$ cat config.mk
export PLATFORM = sky130hd
export DESIGN_NAME = inst_fetch
export DESIGN_NICKNAME = d
export VERILOG_FILES = /design/src/rtl/fetch_pkg.sv /design/src/rtl/fetch_queue.sv /design/src/rtl/inst_fetch.sv
export SDC_FILE = /design/constraint.sdc
export NUM_CORES = 1
export LEC_CHECK = 0
export BUFFER_PORTS_ARGS = -buffer_cell sky130_fd_sc_hd__buf_2
export CAP_MARGIN = 20
export CORE_ASPECT_RATIO = 2
export CORE_MARGIN = 2
export CORE_UTILIZATION = 60
export CTS_CLUSTER_DIAMETER = 50
export CTS_CLUSTER_SIZE = 14
export DETAILED_ROUTE_END_ITERATION = 16
export PLACE_DENSITY_LB_ADDON = 0.15
export REMOVE_ABC_BUFFERS = 1
export SETUP_SLACK_MARGIN = 0.5
export SLEW_MARGIN = 20
export SYNTH_ARGS = -nofsm -noshare
export SYNTH_HDL_FRONTEND = slang
export SYNTH_SLANG_ARGS = --single-unit
$ cat constraint.sdc
create_clock -name clk -period 7.7 [get_ports clk]
set_input_delay 0.77 -clock clk [delete_from_list [all_inputs] [get_ports clk]]
set_output_delay 0.77 -clock clk [all_outputs]
set_load 0.1 [all_outputs]
$ cat src/rtl/fetch_pkg.sv
// Shared types and constants for the instruction fetch stage.
package fetch_pkg;

  localparam logic [31:0] NOP              = 32'h0000_0013;
  localparam logic [31:0] RESET_PC_DEFAULT = 32'h0000_0000;

  // Instruction field positions presented to the decoder
  localparam int unsigned BASE_LSB   = 0;
  localparam int unsigned BASE_W     = 2;
  localparam int unsigned OPCODE_LSB = 2;
  localparam int unsigned OPCODE_W   = 5;
  localparam int unsigned FUNCT3_LSB = 12;
  localparam int unsigned FUNCT3_W   = 3;
  localparam int unsigned FUNCT7_LSB = 25;
  localparam int unsigned FUNCT7_W   = 7;

  typedef enum logic {
    RUN   = 1'b0,
    FLUSH = 1'b1
  } state_t;

  typedef struct packed {
    logic [31:0] pc;
    logic [31:0] inst;
  } fetch_entry_t;

  localparam fetch_entry_t RESET_ENTRY = '{pc: 32'h0000_0000, inst: NOP};

endpackage

$ cat src/rtl/fetch_queue.sv
// Small synchronous FIFO of fetched {pc, inst}; flush wins over push/pop.
module fetch_queue
  import fetch_pkg::*;
#(
  parameter int unsigned DEPTH = 4
) (
  input  logic                         clk,
  input  logic                         rst,
  input  logic                         push,
  input  logic                         pop,
  input  logic                         flush,
  input  fetch_entry_t                 wdata,
  output fetch_entry_t                 rdata,
  output logic                         full,
  output logic                         empty,
  output logic [$clog2(DEPTH+1)-1:0]   count
);

  localparam int unsigned AW = $clog2(DEPTH);
  localparam int unsigned CW = $clog2(DEPTH+1);

  fetch_entry_t  mem [DEPTH];
  logic [AW-1:0] wr_ptr;
  logic [AW-1:0] rd_ptr;
  logic          do_push;
  logic          do_pop;
  logic [CW-1:0] count_next;

  // Effective push/pop and the occupancy after this cycle
  always_comb begin
    do_pop     = pop & ~empty;
    do_push    = push & (~full | do_pop);
    count_next = count + CW'(do_push) - CW'(do_pop);
    if (flush) count_next = '0;
  end

  // Storage, pointers and registered status flags
  always_ff @(posedge clk) begin
    if (!rst) begin
      mem    <= '{default: RESET_ENTRY};
      wr_ptr <= '0;
      rd_ptr <= '0;
      count  <= '0;
      empty  <= 1'b1;
      full   <= 1'b0;
    end else begin
      count <= count_next;
      empty <= (count_next == '0);
      full  <= (count_next == CW'(DEPTH));
      if (flush) begin
        wr_ptr <= '0;
        rd_ptr <= '0;
      end else begin
        if (do_push) begin
          mem[wr_ptr] <= wdata;
          wr_ptr      <= wr_ptr + AW'(1);
        end
        if (do_pop) rd_ptr <= rd_ptr + AW'(1);
      end
    end
  end

  assign rdata = mem[rd_ptr];

endmodule

$ cat src/rtl/inst_fetch.sv
// Instruction fetch: PC generation, imem req/gnt/rvalid tracking, redirect flush.
module inst_fetch
  import fetch_pkg::*;
#(
  parameter logic [31:0] RESET_PC        = RESET_PC_DEFAULT,
  parameter int unsigned DEPTH           = 4,
  parameter int unsigned MAX_OUTSTANDING = 2
) (
  input  logic        clk,
  input  logic        rst,
  output logic        imem_req,
  output logic [31:0] imem_addr,
  input  logic        imem_gnt,
  input  logic        imem_rvalid,
  input  logic [31:0] imem_rdata,
  input  logic        redirect_valid,
  input  logic [31:0] redirect_pc,
  output logic        id_valid,
  input  logic        id_ready,
  output logic [31:0] id_inst,
  output logic [31:0] id_pc,
  output logic [1:0]  id_base,
  output logic [4:0]  id_opcode,
  output logic [2:0]  id_funct3,
  output logic [6:0]  id_funct7
);

  localparam int unsigned CW = $clog2(DEPTH+1);
  localparam int unsigned OW = $clog2(MAX_OUTSTANDING+1);

  state_t        state;
  state_t        state_next;
  logic [31:0]   fetch_pc;
  logic [31:0]   resp_pc;
  logic [31:0]   target_pc;
  logic [OW-1:0] outstanding;
  logic [OW-1:0] outstanding_next;
  logic [CW-1:0] q_count;
  logic [CW-1:0] occ_next;
  logic          q_full;
  logic          q_empty;
  logic          accept;
  logic          push;
  logic          pop;
  logic          req_next;
  fetch_entry_t  head;

  // State register
  always_ff @(posedge clk) begin
    if (!rst) state <= RUN;
    else      state <= state_next;
  end

  // Next state, queue control and next-cycle request decision
  always_comb begin
    state_next       = state;
    target_pc        = redirect_pc & ~32'h3;
    accept           = imem_req & imem_gnt;
    push             = imem_rvalid & (state == RUN) & ~redirect_valid & ~q_full;
    pop              = id_valid & id_ready;
    outstanding_next = outstanding + OW'(accept) - OW'(imem_rvalid);
    occ_next         = redirect_valid ? '0 : (q_count + CW'(push) - CW'(pop));
    if (redirect_valid) begin
      state_next = (outstanding_next != '0) ? FLUSH : RUN;
    end else if ((state == FLUSH) && (outstanding_next == '0)) begin
      state_next = RUN;
    end
    req_next = (state_next == RUN)
             && ((32'(occ_next) + 32'(outstanding_next)) < DEPTH)
             && (32'(outstanding_next) < MAX_OUTSTANDING);
  end

  // PCs, in-flight count (doubles as discard count in FLUSH) and request
  always_ff @(posedge clk) begin
    if (!rst) begin
      fetch_pc    <= RESET_PC;
      resp_pc     <= RESET_PC;
      outstanding <= '0;
      imem_req    <= 1'b0;
    end else begin
      outstanding <= outstanding_next;
      imem_req    <= req_next;
      if (redirect_valid) begin
        fetch_pc <= target_pc;
        resp_pc  <= target_pc;
      end else begin
        if (accept) fetch_pc <= fetch_pc + 32'd4;
        if (push)   resp_pc  <= resp_pc + 32'd4;
      end
    end
  end

  fetch_queue #(
    .DEPTH (DEPTH)
  ) u_queue (
    .clk   (clk),
    .rst   (rst),
    .push  (push),
    .pop   (pop),
    .flush (redirect_valid),
    .wdata ('{pc: resp_pc, inst: imem_rdata}),
    .rdata (head),
    .full  (q_full),
    .empty (q_empty),
    .count (q_count)
  );

  assign imem_addr = fetch_pc;
  assign id_valid  = ~q_empty;
  assign id_inst   = head.inst;
  assign id_pc     = head.pc;
  assign id_base   = head.inst[BASE_LSB +: BASE_W];
  assign id_opcode = head.inst[OPCODE_LSB +: OPCODE_W];
  assign id_funct3 = head.inst[FUNCT3_LSB +: FUNCT3_W];
  assign id_funct7 = head.inst[FUNCT7_LSB +: FUNCT7_W];

endmodule

==> flow_summary_export.csv <==
group,metric,value,unit
synth,yosysUniqueCellTypes,55,
setup_path,r2r_start,"u_queue.full",
layout,layout.nets,1791,
power_and_ir_drop,p_sw,1.16,mW
timing,slew_violations,0,
power_and_ir_drop,p_per_area,239,mW/mm²
global_route,grt_pass1_vias,11300,
power_and_ir_drop,seqPwrFrac,49.0,%
synth,ys.flop_type,"dfxtp_1",
clock_tree,clockBufferDepth,3,
timing,worst_slew_pin_slew,0.978,ns
synth,synth_area_per_cell,8.44,µm²
die,io_pins,185,
setup_path,path_cells,"buf_4, mux4_2, buf_2",
placed_design,dpl.hpwl,21.3,mm
outcome,status,"complete, no violations",
timing,fin_skew,0.0152,ns
setup_path,cp.required,6.93,ns
setup_path,worst-path-buf-inv,2,
synth,synth_largest_area_cell,"dfxtp_1",
routing,drt_pass1_iterations,5,
synth,synth_cells,1645,
worst_hold_path,min_path_type,"register to register",
setup_path,r2r_end,"imem_req",
timing,max_freq,267,MHz
synth,yosys-top-cells-count,"531 x nand2_1, 321 x dfxtp_1, 286 x a21oi_1",
routing,routed_wl,35.9,mm
clock_tree,cts_tree,"yes",
job,maxCapViolations,0,
clock_tree,worst_skew_pair.late_latency,0.55,ns
global_route,grt_pass1_wl,56.9,mm
power_and_ir_drop,leakagePower,5.46,nW
power_and_ir_drop,intPower,2.48,mW
clock_tree,cts_max_level,1,
placed_design,placed_cells,1959,
timing,fin_crit,3.75,ns
layout,syn_to_final_growth,9.79,%
synth,synth_compound_area_share,12.7,%
die,die_y,219,µm
worst_hold_path,min_delay_path_depth,2,
placed_design,routabilityCongestion,0.865,
clock_tree,cts_root_buffer,"clkbuf_16",
synth,async_flop_share,0,%
global_route,overflow,0,
setup_path,r2r.worst_path.cells,9,
routing,viasPerCell,5.95,
synth,ys_ff_latch,321,
synth,yosys.cell_count.top_type,"nand2_1",
clock_tree,cts_buffers,26,
setup_path,cp_max_fo,43,
synth,synthesis.area,0.0139,mm²
layout,final.fill_count,1946,
die,rows,78,
worst_hold_path,hold_end,"u_queue.mem[230]",
setup_path,crit_family,"buffers and inverters",
synth,synth.area.top_cells,"dfxtp_1 46%, nand2_1 14%, a21oi_1 10%",
synth,synth_edf_count,0,
die,initial_core_util,61.0,%
synth,synth_top_family_by_area,"simple AND/OR/NAND/NOR gates",
synth,synthMuxAreaShare,10.2,%
power_and_ir_drop,pwr-share-clk,32.7,%
timing,setup_viol,0,
timing,finalSetupTns,0,ns
power_and_ir_drop,max-vdd-ir-drop,0.196,mV
setup_path,crit_type,"register to output pin",
die,die_area,0.0244,mm²
clock_tree,post-cts-setup-buffer-count,0,
timing,hold_viol_final,0,
timing,rsz0062_at_grt,"no",
setup_path,cp-end-kind,"output pin",
setup_path,regToRegSetupSlack,4.51,ns
synth,ys_warn_count,0,
die,die_w,112,µm
setup_path,critPathLaunchType,"register",
placed_design,pre_cts_ws,3.79,ns
timing,final.setup.worst_slack,3.95,ns
setup_path,cp-startpoint,"u_queue.rd_ptr[0]",
synth,ys_seq_area_share,46.3,%
placed_design,portBuffers,178,
routing,via_count,11800,
layout,drive_gt1_share,17.2,%
synth,synth-simple-area-share,20.6,%
synth,synth_top_cell_area_share,46.3,%
timing,finalCritPeriodShare,48.7,%
setup_path,slowest_stage,"buf_4",
setup_path,max_stage_delay,0.78,ns
synth,synth_adder_area_share,1.37,%
layout,diodes,0,
synth,synth_xor_area_share,3.28,%
die,coreArea,0.0227,mm²
setup_path,worstPathArrival,2.98,ns
clock_tree,postCtsResizedCells,0,
timing,relSlewSlack,34.8,%
setup_path,critical_path_depth,3,
clock_tree,path_clk_slew,0.07,ns
routing,drc,0,
clock_tree,postCtsHoldBufs,0,
power_and_ir_drop,power_switching_share,31.9,%
routing,postRouteAntennaNets,0,
global_route,gr-usage-all-layers,28.6,%
global_route,antenna_found_initial,0,
worst_hold_path,worstHoldStart,"u_queue.mem[230]",
routing,wl_per_cell,18.1,µm
routing,first_iter_violations,950,
layout,final_cells,1988,
power_and_ir_drop,pwr-share-comb,18.3,%
clock_tree,clock_sink_count,321,
global_route,grt_start_max_net_pins,125,
tightest hold or removal path, stage by stage, from the launching register on:
cell     delay, ns
dfxtp_1       0.31
nand2_1       0.05
a21oi_1       0.05
stage by stage:
step / hold WS [ns] / utilization [%] / instance area (µm²) / power (mW)
after detailed placement: 0.445 / 64.0 / 14500 / 2.48
after floorplan: 0.433 / - / 13200 / 2.33
after CTS: 0.454 / 67.0 / 15200 / 3.66
final: 0.453 / 67.0 / 15200 / 3.64
after global routing: 0.465 / 67.0 / 15200 / 3.75
after global placement: 0.438 / 64.0 / 14500 / 2.47
area by class of cell:
type	count	area, µm²	share of cell area [%]
Clock buffer	29	683	4.48
Inverter	23	91.3	0.599
Multi-Input combinational cell	1152	6750	44.3
Sequential cell	321	6430	42.2
Tap cell	280	350	2.30
Timing Repair Buffer	183	932	6.12
cell usage in the layout (no fill, tap or decap), types with 11 or more instances in the layout:
master	n
nand2_1	527
dfxtp_1	319
a21oi_1	286
buf_2	178
mux4_2	62
nand3_1	42
o21ai_0	34
xor2_1	27
clkbuf_16	27
xnor2_1	25
nand4_1	25
inv_1	20
nor2_1	16
ha_1	12
and3_1	11
nor4_1	11
power by group through the flow:
| stage | clock (mW) | combinational (mW) | sequential (mW) |
|---|---|---|---|
| 2_1_floorplan | 0 | 0.424 | 1.90 |
| 3_3_place_gp | 0 | 0.656 | 1.82 |
| 3_5_place_dp | 0 | 0.663 | 1.82 |
| 4_1_cts | 1.21 | 0.666 | 1.78 |
| 5_1_grt | 1.27 | 0.700 | 1.79 |
| 6_report | 1.19 | 0.665 | 1.78 |
flip-flops by register name, indices dropped and copies added (netlist names):
signal	cells
u_queue.mem	248
imem_addr	30
resp_pc	30
u_queue.count	3
outstanding	2
u_queue.rd_ptr	2
u_queue.wr_ptr	2
imem_req	1
state	1
u_queue.empty	1
u_queue.full	1
kinds of logic (layout without fill, tap and decap cells):
| logic type | after synthesis | after routing |
|---|---|---|
| compound gates | 341 | 341 |
| simple gates | 677 | 677 |
| flops | 321 | 321 |
| buf+inv | 175 | 235 |
| xor+xnor | 52 | 52 |
| fa+ha+maj | 14 | 14 |
| mux | 64 | 64 |
| other cells | 1 | 4 |
worst max-delay path by stage:
stage,end,slack [ns]
4_1_cts,id_base[1],3.85
3_5_place_dp,imem_req,3.79
3_3_place_gp,imem_req,3.87
2_1_floorplan,id_base[0],2.98
5_1_grt,id_base[1],3.73
6_report,id_pc[12],3.95
layer usage:
metal	GRT usage (%)	share of wire, %
met4	12.3	3.3
met3	2.73	5.1
met5	0	0
met2	53.3	53
met1	33.3	38
Power figures use the tool's default switching activity.
